### src/rtl/fsm_led_monitor_pkg.sv
// Shared LED codes and state indices for the 5-state switch-driven fsm and its monitor.
// Replaces the old fsm_defs.vh include.
package fsm_led_monitor_pkg;

  localparam logic [2:0] LED_IDLE = 3'b000;
  localparam logic [2:0] LED_ST1  = 3'b001;
  localparam logic [2:0] LED_ST2  = 3'b010;
  localparam logic [2:0] LED_ST3  = 3'b100;
  localparam logic [2:0] LED_ST4  = 3'b111;

  typedef enum logic [2:0] {
    S_IDLE    = 3'd0,
    S_ST1     = 3'd1,
    S_ST2     = 3'd2,
    S_ST3     = 3'd3,
    S_ST4     = 3'd4,
    S_INVALID = 3'd7
  } state_idx_e;

  function automatic state_idx_e decode_led(input logic [2:0] led);
    state_idx_e idx;
    case (led)
      LED_IDLE: idx = S_IDLE;
      LED_ST1:  idx = S_ST1;
      LED_ST2:  idx = S_ST2;
      LED_ST3:  idx = S_ST3;
      LED_ST4:  idx = S_ST4;
      default:  idx = S_INVALID;
    endcase
    return idx;
  endfunction

endpackage

### src/rtl/fsm_trans_checker.sv
// Combinational legality check of a state-index transition against the fsm's transition table.
module fsm_trans_checker
  import fsm_led_monitor_pkg::*;
(
  input  logic [2:0] from_idx,
  input  logic [2:0] to_idx,
  output logic       legal
);

  always_comb begin
    legal = 1'b0;
    if (from_idx == to_idx) begin
      legal = 1'b1;
    end else begin
      case ({from_idx, to_idx})
        {S_IDLE, S_ST1},
        {S_IDLE, S_ST2},
        {S_ST1,  S_ST2},
        {S_ST1,  S_ST3},
        {S_ST2,  S_ST3},
        {S_ST3,  S_ST4},
        {S_ST3,  S_IDLE},
        {S_ST4,  S_ST3}: legal = 1'b1;
        default:         legal = 1'b0;
      endcase
    end
  end

endmodule

### src/rtl/fsm_led_monitor.sv
// Observer on the fsm LED output: decodes state, reports transitions, counts them,
// measures dwell time and raises sticky error flags.
module fsm_led_monitor
  import fsm_led_monitor_pkg::*;
#(
  parameter int unsigned CNT_W       = 8,
  parameter int unsigned DWELL_W     = 16,
  parameter int unsigned DWELL_LIMIT = 1000
) (
  input  logic               clk,
  input  logic               reset,
  input  logic [2:0]         led_in,
  input  logic               clear,
  output logic [2:0]         state_idx,
  output logic               trans_valid,
  output logic [2:0]         trans_from,
  output logic [2:0]         trans_to,
  output logic [CNT_W-1:0]   trans_count,
  output logic [DWELL_W-1:0] dwell_cnt,
  output logic [DWELL_W-1:0] dwell_max,
  output logic               err_illegal,
  output logic               err_code,
  output logic               err_timeout
);

  localparam logic [DWELL_W-1:0] TIMEOUT_AT = DWELL_W'(DWELL_LIMIT - 1);

  logic [2:0]         led_q;
  state_idx_e         cur_q;
  state_idx_e         state_q;
  logic               trans_valid_q;
  logic [2:0]         from_q;
  logic [2:0]         to_q;
  logic [CNT_W-1:0]   count_q;
  logic [DWELL_W-1:0] dwell_q;
  logic [DWELL_W-1:0] dwell_max_q;
  logic               err_illegal_q;
  logic               err_code_q;
  logic               err_timeout_q;

  state_idx_e         led_idx;
  logic               code_ok;
  logic               changed;
  logic               legal;
  logic [CNT_W-1:0]   count_inc;
  logic [DWELL_W-1:0] dwell_inc;

  always_comb begin
    led_idx   = decode_led(led_q);
    code_ok   = (led_idx != S_INVALID);
    changed   = code_ok && (led_idx != cur_q);
    count_inc = (count_q == '1) ? count_q : count_q + CNT_W'(1);
    dwell_inc = (dwell_q == '1) ? dwell_q : dwell_q + DWELL_W'(1);
  end

  fsm_trans_checker u_checker (
    .from_idx (cur_q),
    .to_idx   (led_idx),
    .legal    (legal)
  );

  always_ff @(posedge clk or negedge reset) begin
    if (!reset) begin
      led_q         <= LED_IDLE;
      cur_q         <= S_IDLE;
      state_q       <= S_IDLE;
      trans_valid_q <= 1'b0;
      from_q        <= '0;
      to_q          <= '0;
      count_q       <= '0;
      dwell_q       <= '0;
      dwell_max_q   <= '0;
      err_illegal_q <= 1'b0;
      err_code_q    <= 1'b0;
      err_timeout_q <= 1'b0;
    end else begin
      led_q         <= led_in;
      state_q       <= led_idx;
      trans_valid_q <= changed;
      // Invalid codes never move cur_q, so the next valid code is judged against the last valid state.
      if (changed) begin
        from_q <= cur_q;
        to_q   <= led_idx;
        cur_q  <= led_idx;
      end
      if (clear) begin
        count_q       <= '0;
        dwell_q       <= '0;
        dwell_max_q   <= '0;
        err_illegal_q <= 1'b0;
        err_code_q    <= 1'b0;
        err_timeout_q <= 1'b0;
      end else begin
        if (changed) begin
          dwell_q <= '0;
          if (legal) count_q <= count_inc;
          else       err_illegal_q <= 1'b1;
        end else begin
          dwell_q <= dwell_inc;
          if (dwell_inc > dwell_max_q) dwell_max_q <= dwell_inc;
        end
        if (!code_ok) err_code_q <= 1'b1;
        if ((cur_q != S_IDLE) && (dwell_q == TIMEOUT_AT)) err_timeout_q <= 1'b1;
      end
    end
  end

  assign state_idx   = state_q;
  assign trans_valid = trans_valid_q;
  assign trans_from  = from_q;
  assign trans_to    = to_q;
  assign trans_count = count_q;
  assign dwell_cnt   = dwell_q;
  assign dwell_max   = dwell_max_q;
  assign err_illegal = err_illegal_q;
  assign err_code    = err_code_q;
  assign err_timeout = err_timeout_q;

endmodule
### config.mk
export PLATFORM = sky130hd
export DESIGN_NAME = fsm_led_monitor
export DESIGN_NICKNAME = d
export VERILOG_FILES = /design/src/rtl/fsm_led_monitor_pkg.sv /design/src/rtl/fsm_trans_checker.sv /design/src/rtl/fsm_led_monitor.sv
export SDC_FILE = /design/constraint.sdc
export NUM_CORES = 1
export LEC_CHECK = 0
export ABC_CLOCK_PERIOD_IN_PS = 4600
export CORE_MARGIN = 4
export CORE_UTILIZATION = 40
export CTS_CLUSTER_SIZE = 16
export DETAILED_ROUTE_END_ITERATION = 6
export PLACE_DENSITY_LB_ADDON = 0.15
export REMOVE_ABC_BUFFERS = 1
export SETUP_SLACK_MARGIN = 0.1
export SLEW_MARGIN = 20
export SYNTH_ARGS = -nofsm -noshare
export SYNTH_HDL_FRONTEND = slang
export SYNTH_HIERARCHICAL = 1
export SYNTH_SLANG_ARGS = --single-unit
### constraint.sdc
create_clock -name clk -period 4.6 [get_ports clk]
set_clock_uncertainty 0.05 [all_clocks]
set_input_delay 0.46 -clock clk [delete_from_list [all_inputs] [get_ports clk]]
set_output_delay 0.46 -clock clk [all_outputs]
set_load 0.02 [all_outputs]
Word level (Yosys, flattened, before mapping):

Cells that the tools add are included.
W data, S select, Z words.

* register bits: 56
* latch bits: 0
* bits in writable memories: 0
* ROM bits: 0
* input bits: 6
* output and inout bits: 53
* logic and storage cells: 68
* memories: 0

* $add $sub $neg: 2
* $mul: 0
* divide/modulo/power cells: 0
* order comparisons: 1
* eq/ne operators: 22
* shift-type cells: 0
* multiplexer cells: 20
* bitwise gates (word level): 0
* reduce and logical (&&, ||, !) cells: 12

Operator list (count)
* $mux W16: 6
* $mux W8: 4
* $eq A6 B5 Y1 const B: 3
* $add A16 B1 Y16 const B: 1
* $eq A16 B10 Y1 const B: 1
* $eq A16 B16 Y1 const B: 1
* $gt A16 B16 Y1: 1
* $pmux W3 S5: 1
* $eq A6 B4 Y1 const B: 2
* $mux W1: 9
* $add A8 B1 Y8 const B: 1
* $eq A8 B8 Y1 const B: 1
* $ne A2 B2 Y1 const B: 4
* $reduce_bool A2 Y1: 4
* $reduce_or A8 Y1: 1
* $eq A3 B3 Y1 const B: 2
* $eq A6 B1 Y1 const B: 1
* $eq A6 B2 Y1 const B: 1
* $eq A6 B6 Y1 const B: 1
* $reduce_and A2 Y1: 2
* $eq A3 B1 Y1 const B: 1
* $eq A3 B2 Y1 const B: 1
* $eq A3 B3 Y1: 1
* $logic_not A3 Y1: 1
* other kinds (5): 6

Longest topological paths before layout:

* depth after elaboration: 9
* depth in mapped cells: 16
* mapped depth without buffers: 13

Cells and area by module:

The synthesis kept the hierarchy.

Modules (own cells, without submodules)
* fsm_led_monitor: times used 1, cells each 334, area an instance 3205.6 sq um, sequential area each 1401.3 sq um
* fsm_trans_checker: times used 1, cells each 14, area an instance 110.1 sq um, sequential area each 0.0 sq um

Least setup slack after synthesis:

OpenSTA, ideal clock, no wires.

* kind: register to register
* start: register dwell_q[0] (netlist: dwell_cnt[0])
* end: register dwell_max_q[12] (netlist: dwell_max[12])
* library setup time: 0.078 ns
* data arrival time: 3.440 ns
* data required time: 4.472 ns
* path slack: 1.032 ns
* cell stages (with the launch flop): 14
* buffers on the path: 1
* clock period less this slack: 3.568 ns
* path through: dfrtp_1 -> ha_1 -> nand2_1 -> or4_1 -> o211ai_1 -> xnor2_1 -> ha_1 -> a21oi_1 -> nor3_1 -> a2111o_1 -> o31ai_2 -> clkbuf_1 -> o21ai_0 -> a21oi_1

* word-level cells in the longest chain between the ends: 5
* elaborated cells on any way between the ends: 9
* classes of those cells: add/sub: 1; order compare: 1; eq/ne: 1; mux: 4; reduce/logical: 2

RTL lines
* start: declaration: RTL line fsm_led_monitor.sv:35 `logic [DWELL_W-1:0] dwell_q;`
* start signal: assignment: RTL line fsm_led_monitor.sv:99 `dwell_q <= dwell_inc;`
* $add A16 B1 Y16 or $eq A16 B16 Y1 (tied branches): RTL line fsm_led_monitor.sv:53 `dwell_inc = (dwell_q == '1) ? dwell_q : dwell_q + DWELL_W'(1);`
* $mux W16 (*): RTL line fsm_led_monitor.sv:53
* $gt A16 B16 Y1 or $mux W16 (tied branches): RTL line fsm_led_monitor.sv:100 `if (dwell_inc > dwell_max_q) dwell_max_q <= dwell_inc;`
* $reduce_bool A2 Y1 (no source line) or $mux W16 (tied branches)
* $reduce_and A2 Y1 (no source line) or $mux W16 (tied branches)
* end signal: assignment: RTL line fsm_led_monitor.sv:100
* end: declaration: RTL line fsm_led_monitor.sv:36 `logic [DWELL_W-1:0] dwell_max_q;`

Mark *: on every way between the ends. The rest lies on a longest branch, timed or not. The select of a mux whose other input is x is not followed.
A chain may end at the register's enable or synchronous reset.

Worst setup path after layout:

* start: register dwell_q[0] (netlist: dwell_cnt[0])
* end: register dwell_max_q[10] (netlist: dwell_max[10])

Same word-level chain as after synthesis.

==> impl_metrics.yaml <==
place:
  globalplace.congestion: 0.9105
  io_buffers: 58
  hpwl_um: 5770
global_route:
  grt_start_max_net_pins: 57
  grt_usage: 0.1679
  grt_pass1_wl_um: 13480
  overflow: 0
  antenna_found_initial: 0
  grt_pass1_vias: 2719
clock_tree:
  cts_setup_buffers: 0
  postCtsResizedCells: 0
  htreeDepth: 2
  clock_sinks: 56
  tritoncts: "done"
  worstSkewPairLatency_ns: 0.31
  root_buffer: "clkbuf_8"
  cts_buffers: 5
  clk_pin_slew_ns: 0.10
  clock_path_buffers: 2
  hold_buffers: 0
worst_setup_path:
  start_kind: "flip-flop"
  arrival_ns: 4.21
  regToRegEndpoint: "dwell_max[10]$_DFFE_PN0P_"
  crit_fanout: 17
  ff2ff_setup_slack_ns: 0.56
  rr_startpoint: "dwell_cnt[0]$_DFF_PN0_"
  reg2reg_depth: 12
  cp-end-kind: "flip-flop"
  required_ns: 4.77
  path_class: "flip-flop to flip-flop"
die:
  die_h_um: 99.05
  io_pins: 59
  rows: 32
  die_area_sq_um: 9810
  core_sq_um: 7888
  die_w_um: 99.05
  initial_core_util: 0.4204
detailed_routing:
  drt_iter0_markers: 109
  drt_first_pass_iters: 4
  route.detailed.wl_per_inst_um: 15.75
  viasPerCell: 5.489
  drc: 0
  num_vias: 2783
  final_antenna_net_count: 0
  drt-total-wl_um: 7987
layout:
  diodes: 0
  fill_cells: 733
  nets: 429
  utilization: 0.5174
  area_delta_synth_final_pct: 23.09
  drive_above_1_share: 0.06667
  multiInputGateArea_sq_um: 1744
  ff_latch_area_sq_um: 1401
logic_synthesis:
  synth_cell_types: 61
  synthesis.instances: 348
  ys_seq_area_frac: 0.4226
  synth-seq-cells: 56
  synth_edf_count: 0
  syn-cell-area_sq_um: 3316
  ys_warn_count: 6
  synth-main-ff-cell: "dfrtp_1"
  avgSynthCellArea_sq_um: 9.528
  yosys.area.top_type_share: 0.4226
  ys_top_cells_by_area: "dfrtp_1 42%, ha_1 6.8%, a21oi_1 4.2%"
  synth_largest_area_cell: "dfrtp_1"
  ys_async_sr_fraction: 1.000
timing:
  period_share: 0.8780
  report.final.setup_viol: 0
  setup-tns-final_ns: 0
  max_freq_ghz: 0.2476
  finalHoldViolCount: 0
  slew_violations: 0
  rsz0062_at_grt: "false"
  slew_headroom: 0.5164
  period_needed_ns: 4.039
  worst_pin_slew_ns: 0.7254
status:
  status: "finished clean"
power_and_ir_drop:
  p_total_mw: 1.493
  peakVddDrop_uv: 225.3
  p_per_area_nw_per_um2: 365.7
  p_leak_nw: 1.732
run:
  maxCapViolCount: 0
worst_hold_path:
  hold_class: "primary input to async pin"
## cells in the final DEF, fill, tap and decap left out, types with 3 or more instances in the layout
master           Yosys  final
clkdlybuf4s50_1      0     57
dfrtp_1             56     56
a21oi_1             28     28
nor3_1              25     25
inv_1               24     24
nand2_1             19     19
nor2_1              18     18
ha_1                18     18
nand3_1             16     16
and3_1              13     13
xnor2_1             12     12
o21ai_0             11     11
nor4_1               8      8
clkbuf_8             0      6
buf_4                1      6
and4_1               5      5
xor2_1               5      5
o211ai_1             5      5
a21o_1               5      5
nand4_1              4      4
and2_1               4      4
or4_1                3      3
mux2i_1              3      3
nor2b_1              3      3
and4bb_1             3      3
a311oi_1             3      3
a21boi_0             3      3
## metal layers
metal  part of all wire  global-route usage  vias to the layer above
met5                  0                   0                        -
li1                   -                   -                     1373
met2               0.43              0.2500                       72
met3              0.054             0.02972                        7
met1               0.50              0.2507                     1331
met4              0.010             0.04412                        0
## worst max-delay path: stages (launching register included)
cell and delay [ns]:
dfrtp_1 0.43, ha_1 0.26, nand2_1 0.13, nor4_1 0.48
nand3_1 0.15, mux2_2 0.32, ha_1 0.30, nand4_1 0.17
nor4_1 0.38, a21boi_1 0.29, o31a_1 0.60, a21oi_1 0.14
a311oi_1 0.25
## area by class of cell
type / instances / share of cell area
multi-input combinational: 252 / 0.4273
sequential: 56 / 0.3433
timing repair buffer: 64 / 0.1521
tap: 102 / 0.03127
inverter: 25 / 0.02299
clock buffer: 7 / 0.02115
clock inverter: 1 / 0.001839
## sequential cells by signal (all words and copies together) (netlist names), 3 cells and up
register and flops:
state_idx 3, dwell_max 16, led_q 3, trans_to 3, trans_count 8, trans_from 3, dwell_cnt 16
## power breakdown
| part | internal [mW] | switching [mW] | leakage [nW] |
|---|---|---|---|
| clock network | 0.123 | 0.163 | 0.0445 |
| logic | 0.245 | 0.362 | 0.942 |
| registers | 0.545 | 0.0546 | 0.745 |
| total | 0.912 | 0.580 | 1.73 |
## synth_stat cells, drive strengths merged (5+ instances only)
| library cell | n |
|---|---|
| o211ai | 5 |
| nor4 | 9 |
| xnor2 | 12 |
| xor2 | 5 |
| and3 | 13 |
| nor2 | 18 |
| inv | 25 |
| clkbuf | 7 |
| and4 | 6 |
| nor3 | 26 |
| buf | 8 |
| a21oi | 28 |
| nand3 | 16 |
| ha | 18 |
| nand2 | 19 |
| dfrtp | 56 |
| a21o | 5 |
| o21ai | 13 |
## logic make-up after synthesis
logic type,count (synthesis),synth area share
AND/OR/NAND/NOR,138,0.2441
AO/OA/AOI/OAI,72,0.1438
flip-flops,56,0.4226
buffers and inverters,40,0.05132
adder cells (fa/ha/maj),19,0.07396
XOR/XNOR,17,0.04490
multiplexers,6,0.01924
## stage by stage
stage                     cell area, sq um  instances  hold WS, ns  setup WS (ns)
after floorplan                       3239        333       0.1144          1.007
after global placement                3988        499       0.4156         0.7431
after detailed placement              3988        499       0.4251         0.5881
after CTS                             4081        507       0.2518         0.5671
after global routing                  4081        507       0.2814         0.1251
final                                 4081        507       0.2193         0.5613
## worst max-delay path by stage
stage / start / end / slack [ns]
2_1_floorplan: dwell_cnt[0]$_DFF_PN0_ / dwell_max[0]$_DFFE_PN0P_ / 1.01
3_5_place_dp: dwell_cnt[0]$_DFF_PN0_ / dwell_max[10]$_DFFE_PN0P_ / 0.59
4_1_cts: dwell_cnt[0]$_DFF_PN0_ / dwell_max[10]$_DFFE_PN0P_ / 0.57
3_3_place_gp: dwell_cnt[0]$_DFF_PN0_ / dwell_max[0]$_DFFE_PN0P_ / 0.74
6_report: dwell_cnt[0]$_DFF_PN0_ / dwell_max[10]$_DFFE_PN0P_ / 0.56
5_1_grt: dwell_cnt[0]$_DFF_PN0_ / dwell_max[10]$_DFFE_PN0P_ / 0.13
Note: power is estimated with default switching activity, not from simulation.
